File: src/rtl/cpu_consts.sv
// Shared execute-stage constants: branch funct3 encodings, BHT counter type, BHT FSM states.
package cpu_consts;

  localparam logic [2:0] F3_BEQ  = 3'b000;
  localparam logic [2:0] F3_BNE  = 3'b001;
  localparam logic [2:0] F3_BLT  = 3'b100;
  localparam logic [2:0] F3_BGE  = 3'b101;
  localparam logic [2:0] F3_BLTU = 3'b110;
  localparam logic [2:0] F3_BGEU = 3'b111;

  typedef logic [1:0] bht_ctr_t;

  typedef enum logic {
    BHT_INIT = 1'b0,
    BHT_RUN  = 1'b1
  } bht_state_e;

  // 2-bit saturating counter step: never wraps past 3 or below 0.
  function automatic bht_ctr_t ctr_next(input bht_ctr_t ctr, input logic taken);
    if (taken) begin
      return (ctr == 2'b11) ? ctr : ctr + 2'b01;
    end
    return (ctr == 2'b00) ? ctr : ctr - 2'b01;
  endfunction

endpackage

File: src/rtl/branch_cond.sv
// Pure B-type condition evaluator; non-branches and reserved funct3 codes resolve not-taken.
module branch_cond
  import cpu_consts::*;
#(
  parameter int XLEN = 64
) (
  input  logic [XLEN-1:0] opr_a,
  input  logic [XLEN-1:0] opr_b,
  input  logic [2:0]      funct3,
  input  logic            is_b_type,
  output logic            taken
);

  logic cond;

  always_comb begin
    cond = 1'b0;
    case (funct3)
      F3_BEQ:  cond = (opr_a == opr_b);
      F3_BNE:  cond = (opr_a != opr_b);
      F3_BLT:  cond = ($signed(opr_a) <  $signed(opr_b));
      F3_BGE:  cond = ($signed(opr_a) >= $signed(opr_b));
      F3_BLTU: cond = (opr_a <  opr_b);
      F3_BGEU: cond = (opr_a >= opr_b);
      default: cond = 1'b0;
    endcase
  end

  assign taken = is_b_type & cond;

endmodule

File: src/rtl/branch_unit.sv
// Branch resolve with BHT prediction: combinational lookup, resolve outputs registered one cycle later.
// The BHT is swept to CTR_INIT for BHT_ENTRIES cycles after reset; predictions read 0 until then.
module branch_unit
  import cpu_consts::*;
#(
  parameter int       XLEN        = 64,
  parameter int       BHT_ENTRIES = 64,
  parameter bht_ctr_t CTR_INIT    = 2'b01,
  parameter int       PERF_W      = 32
) (
  input  logic              clk,
  input  logic              reset,
  input  logic              pred_valid_i,
  input  logic [XLEN-1:0]   pred_pc_i,
  output logic              pred_taken_o,
  input  logic              res_valid_i,
  input  logic [XLEN-1:0]   res_pc_i,
  input  logic [XLEN-1:0]   opr_a_i,
  input  logic [XLEN-1:0]   opr_b_i,
  input  logic              is_b_type_i,
  input  logic [2:0]        instr_funct3_i,
  input  logic              res_pred_taken_i,
  input  logic [XLEN-1:0]   res_target_i,
  input  logic              flush_i,
  output logic              res_valid_o,
  output logic              branch_taken_o,
  output logic              mispredict_o,
  output logic [XLEN-1:0]   redirect_pc_o,
  output logic              init_done_o,
  output logic [PERF_W-1:0] branch_cnt_o,
  output logic [PERF_W-1:0] mispred_cnt_o
);

  localparam int IDX_W = $clog2(BHT_ENTRIES);

  bht_state_e      state_q;
  logic [IDX_W-1:0] init_ptr_q;
  bht_ctr_t        bht [BHT_ENTRIES];

  logic [IDX_W-1:0] pred_idx;
  logic [IDX_W-1:0] res_idx;
  logic             cond_taken;
  logic             res_fire;
  logic             res_br;
  logic             res_mispred;
  logic             unused_pc_bits;

  assign pred_idx       = pred_pc_i[IDX_W+1:2];
  assign res_idx        = res_pc_i[IDX_W+1:2];
  assign unused_pc_bits = ^{pred_pc_i[XLEN-1:IDX_W+2], pred_pc_i[1:0]};

  branch_cond #(
    .XLEN(XLEN)
  ) u_cond (
    .opr_a     (opr_a_i),
    .opr_b     (opr_b_i),
    .funct3    (instr_funct3_i),
    .is_b_type (is_b_type_i),
    .taken     (cond_taken)
  );

  assign res_fire    = res_valid_i & ~flush_i;
  assign res_br      = res_fire & is_b_type_i;
  assign res_mispred = is_b_type_i & (cond_taken ^ res_pred_taken_i);

  assign init_done_o  = (state_q == BHT_RUN);
  // Reads the stored value only: a same-cycle update at this index shows next cycle.
  assign pred_taken_o = pred_valid_i & init_done_o & bht[pred_idx][1];

  always_ff @(posedge clk or posedge reset) begin
    if (reset) begin
      state_q    <= BHT_INIT;
      init_ptr_q <= '0;
    end else if (state_q == BHT_INIT) begin
      init_ptr_q <= init_ptr_q + 1'b1;
      if (init_ptr_q == IDX_W'(BHT_ENTRIES - 1)) begin
        state_q <= BHT_RUN;
      end
    end
  end

  // Single write port: the init sweep owns it until RUN, so resolves never train during INIT.
  always_ff @(posedge clk) begin
    if (state_q == BHT_INIT) begin
      bht[init_ptr_q] <= CTR_INIT;
    end else if (res_br) begin
      bht[res_idx] <= ctr_next(bht[res_idx], cond_taken);
    end
  end

  always_ff @(posedge clk or posedge reset) begin
    if (reset) begin
      res_valid_o    <= 1'b0;
      branch_taken_o <= 1'b0;
      mispredict_o   <= 1'b0;
      redirect_pc_o  <= '0;
    end else begin
      res_valid_o <= res_fire;
      if (res_fire) begin
        branch_taken_o <= cond_taken;
        mispredict_o   <= res_mispred;
        redirect_pc_o  <= cond_taken ? res_target_i : res_pc_i + XLEN'(4);
      end
    end
  end

  always_ff @(posedge clk or posedge reset) begin
    if (reset) begin
      branch_cnt_o  <= '0;
      mispred_cnt_o <= '0;
    end else begin
      if (res_br && !(&branch_cnt_o)) begin
        branch_cnt_o <= branch_cnt_o + 1'b1;
      end
      if (res_br && res_mispred && !(&mispred_cnt_o)) begin
        mispred_cnt_o <= mispred_cnt_o + 1'b1;
      end
    end
  end

endmodule

File: config.mk
export PLATFORM = sky130hd
export DESIGN_NAME = branch_unit
export DESIGN_NICKNAME = d
export VERILOG_FILES = /design/src/rtl/cpu_consts.sv /design/src/rtl/branch_cond.sv /design/src/rtl/branch_unit.sv
export SDC_FILE = /design/constraint.sdc
export NUM_CORES = 1
export LEC_CHECK = 0
export BUFFER_PORTS_ARGS = -buffer_cell sky130_fd_sc_hd__buf_2
export CAP_MARGIN = 20
export CORE_AREA = 3 3 179 181
export DETAILED_ROUTE_END_ITERATION = 12
export DIE_AREA = 0 0 182 184
export PLACE_DENSITY = 0.77
export SYNTH_ARGS = -nofsm -noshare
export SYNTH_HDL_FRONTEND = slang
export SYNTH_HIERARCHICAL = 1
export SYNTH_SLANG_ARGS = --single-unit
File: constraint.sdc
create_clock -name clk -period 13 [get_ports clk]
set_clock_uncertainty 0.1 [all_clocks]
set_input_delay 1.95 -clock clk [delete_from_list [all_inputs] [get_ports clk]]
set_output_delay 1.95 -clock clk [all_outputs]
set_load 0.01 [all_outputs]
# Yosys cells after proc, flatten, opt, wreduce, memory -nomap -nowiden
# Memory sizes are Yosys's and may differ from the RTL's.
# Cells that the tools add are included.
[word_totals]
regBits = 138
mem_bits_rw = 128
inputBits = 330
out_inout_bits = 133
elab_cells = 66
memories = 1
[mem_list]
columns = ["memory", "depth", "word_bits", "rd", "rd_clocked_by_memory_dff", "write_ports", "line", "rtl"]
rows = [
  ["bht", 64, 2, 2, 0, 1, "branch_unit.sv:38", "bht_ctr_t bht [BHT_ENTRIES];"],
]
[classes]
addsub = 6
order_cmp = 4
n_eq_ne = 9
n_mux = 20
bitwise_logic = 8
reduce_logical = 10
[op_table]
columns = ["cell", "n"]
rows = [
  [">= comparator 64 bit", 2],
  ["< comparator 64 bit", 2],
  ["adder 32 x 1 -> 32 bit, second input constant", 2],
  ["adder 64 x 3 -> 64 bit, second input constant", 1],
  ["equality test 64 bit", 1],
  ["two-way mux 64 bit", 1],
  ["inequality test 64 bit", 1],
  ["AND reduction 32 bit", 2],
  ["two-way mux 2 bit", 7],
  ["equality test 3 bit, second input constant", 4],
  ["two-way mux 1 bit", 10],
  ["adder 6 x 1 -> 6 bit, second input constant", 1],
  ["bitwise AND 1 bit", 6],
  ["equality test 6 bit, second input constant", 1],
  ["two-way mux 6 bit", 1],
  ["case mux 1 bit (6 select lines)", 1],
  ["equality test 3 x 1 -> 1 bit, second input constant", 1],
  ["logical AND 1 bit", 3],
  ["zero test 3 bit", 1],
  ["adder 2 x 1 -> 2 bit, second input constant", 1],
  ["equality test 2 bit, second input constant", 1],
  ["zero test 1 bit", 2],
  ["zero test 2 bit", 1],
  ["OR reduction 2 bit", 1],
  ["other kinds (3)", 3],
]

# Logic depth before layout (Yosys ltp)
# Gate-level depths: netlist of run 1.
[depth]
ltp_word = 10
mapped_depth = 16
ltp_nobuf = 16

# Hierarchy
# The synthesis of run 1 kept the hierarchy.
[by_module_without_submodules]
columns = ["module", "instances", "cells_each", "area_each_um2", "seq_area_each_um2"]
rows = [
  ["branch_unit", 1, 1164, 13400.4, 7297.0],
  ["branch_cond", 1, 241, 1757.9, 0.0],
]

# Worst setup path before layout of run 1
# No wires, ideal clock.
[synth_path]
path_type = "input-to-reg"
from = "in opr_b_i[14]"
to = "mem bht[0][0] (netlist bit) (data pin)"
setup_time_ns = 0.588
arrival_ns = 6.298
t_required_ns = 12.312
setup_slack_ns = 6.014
stages = 13
n_path_buf = 2
path_cell_list = "inv_1 -> ha_1 -> nand4_1 -> or4_1 -> a21oi_1 -> nor3_1 -> o211ai_2 -> mux2_1 -> nor3_2 -> inv_1 -> clkbuf_1 -> buf_1 -> a31oi_1"
[synth_via]
elab_chain_len = 10
word_cells_on_any_way = 15
classes_between = "order compare: 4; eq/ne: 2; mux: 8; bitwise: 1"
[synth_rtl]
columns = ["element", "line", "rtl"]
rows = [
  ["start: declaration", "branch_unit.sv:19", "input logic [XLEN-1:0] opr_b_i,"],
  [">= comparator 64 bit (tied with other cells)", "branch_cond.sv:24", "F3_BGEU: cond = (opr_a >= opr_b);"],
  ["case mux 1 bit (6 select lines) (*)", "branch_cond.sv:18", "case (funct3)"],
  ["bitwise AND 1 bit (*)", "branch_cond.sv:29", "assign taken = is_b_type & cond;"],
  ["net cond_taken", "branch_unit.sv:42", "logic cond_taken;"],
  ["two-way mux 1 bit (*)", "cpu_consts.sv:20", "if (taken) begin"],
  ["two-way mux 1 bit (*)", "branch_unit.sv:86", "end else if (res_br) begin"],
  ["two-way mux 1 bit (*)", "branch_unit.sv:84", "if (state_q == BHT_INIT) begin"],
  ["two-way mux 2 bit (*)", "cpu_consts.sv:23", "return (ctr == 2'b00) ? ctr : ctr - 2'b01;"],
  ["two-way mux 2 bit (*)", "branch_unit.sv:86", ""],
  ["two-way mux 2 bit (*)", "branch_unit.sv:84", ""],
  ["two-way mux 2 bit (no source line) (*)", "n/a", ""],
  ["end: declaration", "branch_unit.sv:38", ""],
]
# The timed path passes the listed nets; every way through them passes the cells marked *. The select of a mux whose other input is x is not followed.

# Worst setup path in the final report of run 1
[layout_path]
from = "in pred_pc_i[2]"
to = "out pred_taken_o"
[layout_via]
elab_chain_len = 2
[layout_rtl]
columns = ["element", "line", "rtl"]
rows = [
  ["start: declaration", "branch_unit.sv:14", "input logic [XLEN-1:0] pred_pc_i,"],
  ["memory (64 x 2 bit)", "n/a", ""],
  ["bitwise AND 1 bit", "branch_unit.sv:68", "assign pred_taken_o = pred_valid_i & init_done_o & bht[pred_idx][1];"],
  ["end: declaration", "branch_unit.sv:15", "output logic pred_taken_o,"],
]
# Every way passes these cells.

==> results.yml, run 1 <==
sta:
  period_share_pct: 50.1
  hold_viol_final: 0
  grt_setup_unrepaired: "false"
  tightest_slew_ns: 0.998
  fmax_mhz: 154
  worst_slew_margin_rel_pct: 32.9
  fin_crit_ns: 6.51
  fin_setup_tns_ns: 0
  final_max_slew_viol_count: 0
  hold_ws_ns: 0.373
  finalSetupViolCount: 0
place:
  post_dp_cell_area_um2: 17500
  dp_hpwl_um: 34100
  post-place-cells: 2156
  portBuffers: 404
  place.gp.congestion: 0.879
floorplanning:
  start_util_pct: 49.6
  rows: 64
  die_y_um: 184
  dieArea_um2: 33500
  core_um2: 30600
  die_w_um: 182
  io_pins: 463
clocking:
  ctsHoldBuffers: 0
  clkSinkCount: 266
  cts_buffer_depth: 3
  cts.repair.resized: 0
  cts_buffers: 29
  root_buffer: "clkbuf_16"
  clk_latency_ns: 0.56
  htree_levels: 1
  postCtsSetupBuffers: 0
  clk_pin_slew_worst_paths_ns: 0.06
  tritoncts: "built"
synthesis:
  yosysTopAreaCell: "edfxtp_1"
  synth_top_cell_area_share_pct: 25.4
  ys.flop_type: "dfrtp_1"
  synth_area_per_cell_um2: 10.8
  synthCells: 1405
  syn_nets: 1803
  ys_top_cells_by_area: "edfxtp_1, dfrtp_1, mux4_2, ha_1, xor2_1"
  synthesis.area_um2: 15200
  synth_seq_cells: 266
  synth-edff-count: 128
  ys_types: 70
  async_flop_share_pct: 51.9
  yosysWarnings: 6
  seq_area_frac_synth_pct: 48.1
setup_path:
  rr_startpoint: "bht[61][0]"
  critPathKind: "in2out"
  arrival_ns: 4.46
  path_max_fanout: 16
  rr_endpoint: "bht[54][1]"
  r2r_slack_ns: 9.92
  crit_path_start_kind: "input pin"
  reg2regPathDepth: 7
  cp.required_ns: 10.95
  crit_path_end_kind: "output pin"
hold_path:
  holdPathStages: 2
  min_from: "redirect_pc_o[9]"
  hold_path_class: "reg2reg"
  whs_endpoint: "redirect_pc_o[9]"
cells_and_area:
  stdcell_area_um2: 18600
  regArea_um2: 7300
  drive_gt1_share_pct: 30.0
  nFillCells: 2535
  finalNonFillerCells: 2223
  final_core_util_pct: 60.7
  multi_input_area_um2: 7320
  synthToLayoutAreaGrowth_pct: 22.4
  fin_nets: 2192
grt:
  grt_pass1_wl_um: 69900
  antenna_found_initial: 14
  grt_max_degree: 92
  grt_pass1_vias: 12600
  overflow: 0
  gr-usage-all-layers_pct: 26.5
run_status:
  status: "completed"
drt:
  wire_per_inst_um: 20.7
  drt_pass1_iterations: 5
  num_vias: 12800
  postRouteAntennaNets: 0
  first_iter_violations: 1093
  drt_wl_total_um: 46000
  post-route-drc-count: 0
  via_per_inst: 5.77
power_and_ir_drop:
  cellPowerDensity_nw_per_um2: 112
  p_leak_nw: 8.02
  ir_drop_uv: 115
job:
  maxCapViolCount: 0
## flip-flops by register name (all words and copies together) (netlist names)
signal	count
bht	128
redirect_pc_o	64
branch_cnt_o	32
mispred_cnt_o	32
init_ptr_q	6
branch_taken_o	1
init_done_o	1
mispredict_o	1
res_valid_o	1
## per-stage QoR
step	worst slack (ns)	power [mW]
finish	6.49	2.09
global route	6.42	2.18
CTS	6.48	2.10
detailed placement	6.21	1.29
global placement	6.26	1.28
floorplan	6.01	1.14
## worst max-delay path by stage
stage,from,end,cells after the start
after floorplan,opr_b_i[14],bht[0][0],13
after global placement,opr_b_i[14],mispred_cnt_o[18],17
after detailed placement,opr_b_i[14],mispred_cnt_o[20],17
after CTS,pred_pc_i[2],pred_taken_o,6
after global routing,pred_pc_i[2],pred_taken_o,6
final,pred_pc_i[2],pred_taken_o,6
## layout make-up
cell class / instances / area share (%)
flip-flops and latches: 266 / 39.3
multi-input cells: 992 / 39.4
clock buffers: 39 / 4.28
repair buffers: 416 / 11.6
diodes: 10 / 0.135
clock inverters: 15 / 0.782
inverters: 89 / 1.83
well taps: 396 / 2.67
## worst max-delay path, cell delays in order
cell and delay [ns]:
buf_2 0.51, mux4_2 0.63, mux4_2 0.52, mux4_2 0.51
and3_1 0.20, buf_2 0.13
## cells in the final DEF, fill, tap and decap left out, drive strengths merged, types with 6 or more instances in the layout
master,netlist,layout
and3,49,49
dfrtp,138,138
clkinv,0,9
or3,9,9
buf,18,416
nand4,58,58
or4,6,6
mux4,49,49
clkbuf,40,39
edfxtp,128,128
and4,12,12
xnor2,60,60
xor2,62,62
nand2b,7,7
o21ai,80,80
inv,89,90
nand2,116,116
diode,0,10
mux2i,27,27
a21oi,80,80
ha,68,68
nor4,12,12
and2,13,13
nand3,55,55
nor2,123,123
o22ai,9,9
nor3,22,22
a31oi,8,8
mux2,14,14
## layer usage
layer	part of all wire, %	vias to the layer above	GRT usage, %
li1	-	5935	-
met1	38	6174	33.7
met2	49	589	44.0
met3	9.5	120	6.57
met4	3.8	8	9.93
met5	0.12	-	0
## logic make-up after synthesis
family	after synthesis	share of synthesized area (%)
and+or+nand+nor	498	17.2
DFF	266	48.1
AOI/OAI and AO/OA	214	8.09
buffers and inverters	147	3.85
xor gates and xnor gates	122	7.05
muxes	90	10.1
adders and majority gates	68	5.61
## synthesized netlist by cell type (all sizes together), types with 13 or more instances
cell and number:
dfrtp 138, edfxtp 128, nor2 123, nand2 116, inv 89, a21oi 80
o21ai 80, ha 68, xor2 62, xnor2 60, nand4 58, nand3 55
and3 49, mux4 49, clkbuf 40, mux2i 27, nor3 22, buf 18
mux2 14, and2 13
## report_power, final
part	leakage, nW	internal, mW	switching, mW
clock network	0.456	0.469	0.342
logic	4.91	0.135	0.184
registers	2.66	0.922	0.0350
total	8.02	1.53	0.561
No activity file was read; power rests on OpenSTA's default activity.
==> run 2, diff against run 1 <==
Settings changed: CORE_AREA 3 3 179 181 to 3 3 184 186, DIE_AREA 0 0 182 184 to 0 0 187 189, PLACE_DENSITY 0.77 to 0.76.
Clock period 13 ns to 5.6 ns, I/O delays scaled along.
==> run 2 against run 1 <==
Non-clock buffer count increased by 3; clock power is 130% higher; sequential share of layout area is 0.13 points lower; die area up 5.5%; via count decreased by 0.40%; core utilization shrank 3.3 points; cell area up 0.32%; sequential power up 130%; routed wire length down 0.67%; register-to-register slack lost 7.5 ns; count of clock-buffer cells in the layout is 5 lower.
==> results.yml, run 2 (synthesis gave the netlist of run 1 again) <==
grt:
  grt_pass1_vias: 12500
  use_met1_pct: 31.7
  overflow: 0
  use_met3_pct: 5.74
  grt.busiest_layer: "met2"
  grt_max_degree: 101
  grt_pass1_wl_um: 69300
  grt_util_met2_pct: 41.7
  gr-usage-all-layers_pct: 24.8
  antenna_found_initial: 9
sta:
  fin_setup_tns_ns: 0
  fin_crit_ns: 4.33
  grt_setup_unrepaired: "false"
  period_share_pct: 77.3
  fmax_mhz: 231
  finalSetupViolCount: 0
  tightest_slew_ns: 0.995
  hold_viol_final: 0
  worst_slew_margin_rel_pct: 33.7
  fin_ws_ns: 1.27
  final_max_slew_viol_count: 0
  hold_ws_ns: 0.375
floorplanning:
  rows: 66
  die_y_um: 189
  core_um2: 32500
  io_pins: 463
  start_util_pct: 46.7
  die_w_um: 187
  dieArea_um2: 35300
hold_path:
  hold_path_class: "reg2reg"
  min_from: "redirect_pc_o[6]"
setup_path:
  rr_startpoint: "bht[63][1]"
  path_max_fanout: 5
  cp.required_ns: 5.97
  arrival_ns: 4.70
  crit_path_end_kind: "flip-flop"
  crit_path_start_kind: "input pin"
  critPathKind: "in2reg"
  startpoint: "opr_b_i[14]"
cells_and_area:
  stdcell_area_um2: 18600
  top_register: "bht"
  largest_reg_flops: 128
  regArea_um2: 7300
  final_common_cell: "buf_2"
  nFillCells: 2797
  fin_nets: 2195
  drive_gt1_share_pct: 30.4
  synthToLayoutAreaGrowth_pct: 22.8
  layout_common_cells: "buf_2, dfrtp_1, edfxtp_1"
  reg_top3: "bht: 128 flops, redirect_pc_o: 64 flops"
  multi_input_area_um2: 7320
power_and_ir_drop:
  p_leak_nw: 8.04
  ir_drop_uv: 256
  cellPowerDensity_nw_per_um2: 259
clocking:
  cts_buffers: 29
  postCtsSetupBuffers: 0
  ctsHoldBuffers: 0
  cts.repair.resized: 0
  htree_levels: 1
  cts_buffer_depth: 3
  tritoncts: "built"
  clkSinkCount: 266
  clk_pin_slew_worst_paths_ns: 0.06
  root_buffer: "clkbuf_16"
  clk_latency_ns: 0.55
run_status:
  status: "completed"
place:
  portBuffers: 404
  place.gp.congestion: 0.926
  dp_hpwl_um: 34200
  post_dp_cell_area_um2: 17600
  dp_slack_ns: 0.629
job:
  maxCapViolCount: 0
drt:
  postRouteAntennaNets: 0
  post-route-drc-count: 0
  drt_wl_total_um: 45700
  drt_pass1_iterations: 5
  wire_per_inst_um: 20.2
  num_vias: 12800
  via_per_inst: 5.64
  first_iter_violations: 829
[run 2: changes by cell type in the layout (fill, tap and decap cells not counted), moves of 2 or more]
cell | previous run | this run
inv_6 | 1 | 3
buf_4 | 9 | 12
buf_12 | 0 | 2
clkinv_2 | 7 | 9
diode_2 | 10 | 6
clkbuf_1 | 7 | 3
[run 2: cell type report]
cell class,instances,share of cell area [%]
diodes,6,0.0807
flip-flops and latches,266,39.2
clock inverters,19,0.867
clock buffers,34,4.11
multi-input cells,992,39.3
repair buffers,419,11.6
inverters,89,1.82
well taps,442,2.97
[run 2: per-stage QoR]
step | power [mW] | util [%] | std cells
CTS | 4.86 | 57.2 | 2259
global placement | 2.98 | 54.4 | 2206
global route | 5.03 | 57.3 | 2264
floorplan | 2.64 | - | 1405
finish | 4.83 | 57.4 | 2267
detailed placement | 3.00 | 54.4 | 2206
[run 2: metal layers]
| metal | up-vias | share of wire [%] |
|---|---|---|
| met1 | 6202 | 39 |
| li1 | 5934 | - |
| met2 | 514 | 49 |
| met3 | 113 | 8.0 |
| met5 | - | 0.18 |
| met4 | 12 | 3.7 |
[run 2: final timing paths]
kind	depth (start not counted)	to	slack, ns
worst max-delay path	15	mispred_cnt_o[29]	1.27
worst min-delay path	2	redirect_pc_o[6]	0.38
worst max register to register	8	bht[21][0]	2.38
worst min register to register	2	redirect_pc_o[6]	0.38
max in group asynchronous	3	branch_cnt_o[19]	3.93
min in group asynchronous	2	redirect_pc_o[30]	0.41
[run 2: report_power, final]
group | switching, mW | internal (mW) | leakage, nW
sequential | 0.0832 | 2.14 | 2.66
combinational | 0.427 | 0.312 | 4.92
clock | 0.796 | 1.07 | 0.456
total | 1.31 | 3.52 | 8.04
[run 2: worst max-delay path, cell delays in order]
cell and delay [ns]:
buf_2 0.08, inv_1 0.03, ha_1 0.30, nand4_1 0.15, or4_1 0.62, a21oi_1 0.16
nor3_1 0.09, o211ai_2 0.19, mux2_1 0.38, nor3_4 0.29, xnor2_1 0.17, nor4_1 0.62
nand3_1 0.35, nor3_1 0.26, xor2_1 0.16
==> run 3, diff against run 2 <==
Settings changed: ABC_AREA set to 1, CORE_AREA 3 3 184 186 to 3 3 189 191, DIE_AREA 0 0 187 189 to 0 0 192 194.
Clock period 5.6 ns to 4.5 ns, I/O delays scaled along.
==> run 3 against run 2 <==
Critical path depth is 4 higher; synthesized cell count up 61%; sequential power grew 26%; final cell count is 39% higher; core utilization up 2.6 points; hold slack worse by 0.15 ns; non-clock buffer count is 7 higher; global-route usage is 6.6 points higher; cell area up 10%; clock power is 35% higher; critical endpoint is now redirect_pc_o[63].
==> results.yml, run 3 <==
run_status:
  status: "completed"
sta:
  grt_setup_unrepaired: "false"
  finalSetupViolCount: 0
  period_share_pct: 80.1
  worst_slew_margin_rel_pct: 37.1
  fmax_mhz: 278
  final_max_slew_viol_count: 0
  fin_setup_tns_ns: 0
  hold_viol_final: 0
  tightest_slew_ns: 0.944
  fin_ws_ns: 0.897
  fin_crit_ns: 3.60
floorplanning:
  rows: 68
  die_y_um: 194
  die_w_um: 192
  core_um2: 34300
  start_util_pct: 49.5
  io_pins: 463
  dieArea_um2: 37200
place:
  post-place-cells: 3074
  place.gp.congestion: 0.995
  portBuffers: 404
  dp_hpwl_um: 46300
  dp_slack_ns: 0.227
synthesis:
  yosysWarnings: 6
  ys_top_cells_by_area: "edfxtp_1, dfrtp_1, nand2_1, nor2_1, nand3_1"
  seq_area_frac_synth_pct: 43.0
  async_flop_share_pct: 51.9
  synth_top_cell_area_share_pct: 22.6
  ys_types: 43
  syn_nets: 2663
  synth-edff-count: 128
  synth_area_per_cell_um2: 7.50
  yosysTopAreaCell: "edfxtp_1"
  synth_seq_cells: 266
  synthCells: 2265
  ys.flop_type: "dfrtp_1"
  synth_commonest_cells: "nand2_1, nor2_1, nand3_1"
  yosysMostFrequentCell: "nand2_1"
  synthesis.area_um2: 17000
grt:
  grt_pass1_wl_um: 91900
  antenna_found_initial: 10
  grt_max_degree: 101
  gr-usage-all-layers_pct: 31.4
  grt_pass1_vias: 16700
  overflow: 0
setup_path:
  path_cells: "buf_2 > ha_1 > a21oi_1 > o21ai_0 > nor2_1 > nand2_1 > a21oi_1 > nand2_2 > nand2_1 > nand3_1 > nand2_1 > inv_2 > nor2_1 > nor2_4 > buf_12 > inv_2 > buf_4 > o21ai_0 > o21ai_0"
  critPathBufInv: 5
  path_delay_family: "compound AO/OA/AOI/OAI gates"
  critPathKind: "in2reg"
  arrival_ns: 3.99
  cp.required_ns: 4.89
  path_max_fanout: 52
  crit_path_start_kind: "input pin"
  slowest_stage: "buf_4"
  crit_path_end_kind: "flip-flop"
  slowest_delay_ns: 0.43
power_and_ir_drop:
  ir_drop_uv: 306
  cellPowerDensity_nw_per_um2: 314
  p_leak_nw: 9.87
cells_and_area:
  drive_gt1_share_pct: 19.9
  reg_top3: "bht: 128 flops, redirect_pc_o: 64 flops"
  fin_nets: 3049
  layout_common_cells: "nand2_1, buf_2, nor2_1"
  finalNonFillerCells: 3143
  nFillCells: 3187
  largest_reg_flops: 128
  synthToLayoutAreaGrowth_pct: 21.0
  top_register: "bht"
  final_common_cell: "nand2_1"
drt:
  drt_pass1_iterations: 6
  first_iter_violations: 1445
  num_vias: 17500
  drt_wl_total_um: 60700
  postRouteAntennaNets: 0
  via_per_inst: 5.57
  post-route-drc-count: 0
  wire_per_inst_um: 19.3
clocking:
  clkSinkCount: 266
  clk_latency_ns: 0.57
  cts.repair.resized: 0
  postCtsSetupBuffers: 0
  ctsHoldBuffers: 0
  root_buffer: "clkbuf_16"
  htree_levels: 1
  tritoncts: "built"
  cts_buffers: 30
  clk_pin_slew_worst_paths_ns: 0.06
  cts_buffer_depth: 3
hold_path:
  hold_path_class: "in2async"
job:
  maxCapViolCount: 0
## run 3: final timing paths
check | startpoint | endpoint | slack [ns] | cells after the start
setup reg to reg | branch_cnt_o[1] | branch_cnt_o[19] | 1.66 | 10
hold / removal | reset | mispred_cnt_o[29] | 0.23 | 2
max in group asynchronous | reset | redirect_pc_o[15] | 3.28 | 3
hold reg to reg | redirect_pc_o[56] | redirect_pc_o[56] | 0.37 | 2
setup / recovery | opr_a_i[63] | redirect_pc_o[63] | 0.90 | 19
min in group clk | res_target_i[53] | redirect_pc_o[53] | 0.25 | 3
## run 3: metrics by stage
stage / power (mW) / area [um^2] / hold WS, ns / util (%)
2_1_floorplan: 3.42 / 17000 / 0.376 / -
3_3_place_gp: 3.92 / 19500 / 0.358 / 56.9
3_5_place_dp: 3.95 / 19500 / 0.359 / 56.9
4_1_cts: 6.47 / 20500 / 0.236 / 59.9
5_1_grt: 6.72 / 20500 / 0.253 / 59.9
6_report: 6.45 / 20600 / 0.226 / 60.0
## run 3: logic make-up after synthesis
logic type               after synthesis  share of synthesized area [%]
XOR/XNOR                              87                           4.49
adder cells (fa/ha/maj)               68                           5.01
flip-flops                           266                           43.0
buffers and inverters                288                           6.58
AO/OA/AOI/OAI                        214                           6.90
AND/OR/NAND/NOR                     1342                           34.1
## run 3: report_power, final
| part | internal (mW) | switching, mW |
|---|---|---|
| sequential | 2.67 | 0.120 |
| clock | 1.52 | 1.01 |
| combinational | 0.424 | 0.708 |
## run 3: cell type report
cell class,instances,area (um^2),share of cell area [%]
well taps,455,569,2.77
multi-input cells,1711,8580,41.7
clock buffers,38,781,3.80
clock inverters,18,236,1.15
inverters,216,816,3.97
repair buffers,426,2250,10.9
flip-flops and latches,266,7300,35.5
diodes,13,32.5,0.158
## run 3: routing by layer
metal	track usage (%)	vias to the layer above	part of all wire [%]
met3	5.39	159	9.4
met4	13.6	2	4.5
li1	-	8228	-
met5	0	-	0.023
met2	51.3	969	47
met1	41.1	8140	39
## run 3: worst reg2reg max path, stage by stage (launching register included)
cell	delay [ns]
dfrtp_1	0.40
ha_1	0.20
inv_1	0.07
nor2_1	0.15
nand2_1	0.13
nor2_1	0.17
nand4_1	0.14
nand2_1	0.59
inv_1	0.45
nand2_1	0.19
xor2_1	0.16
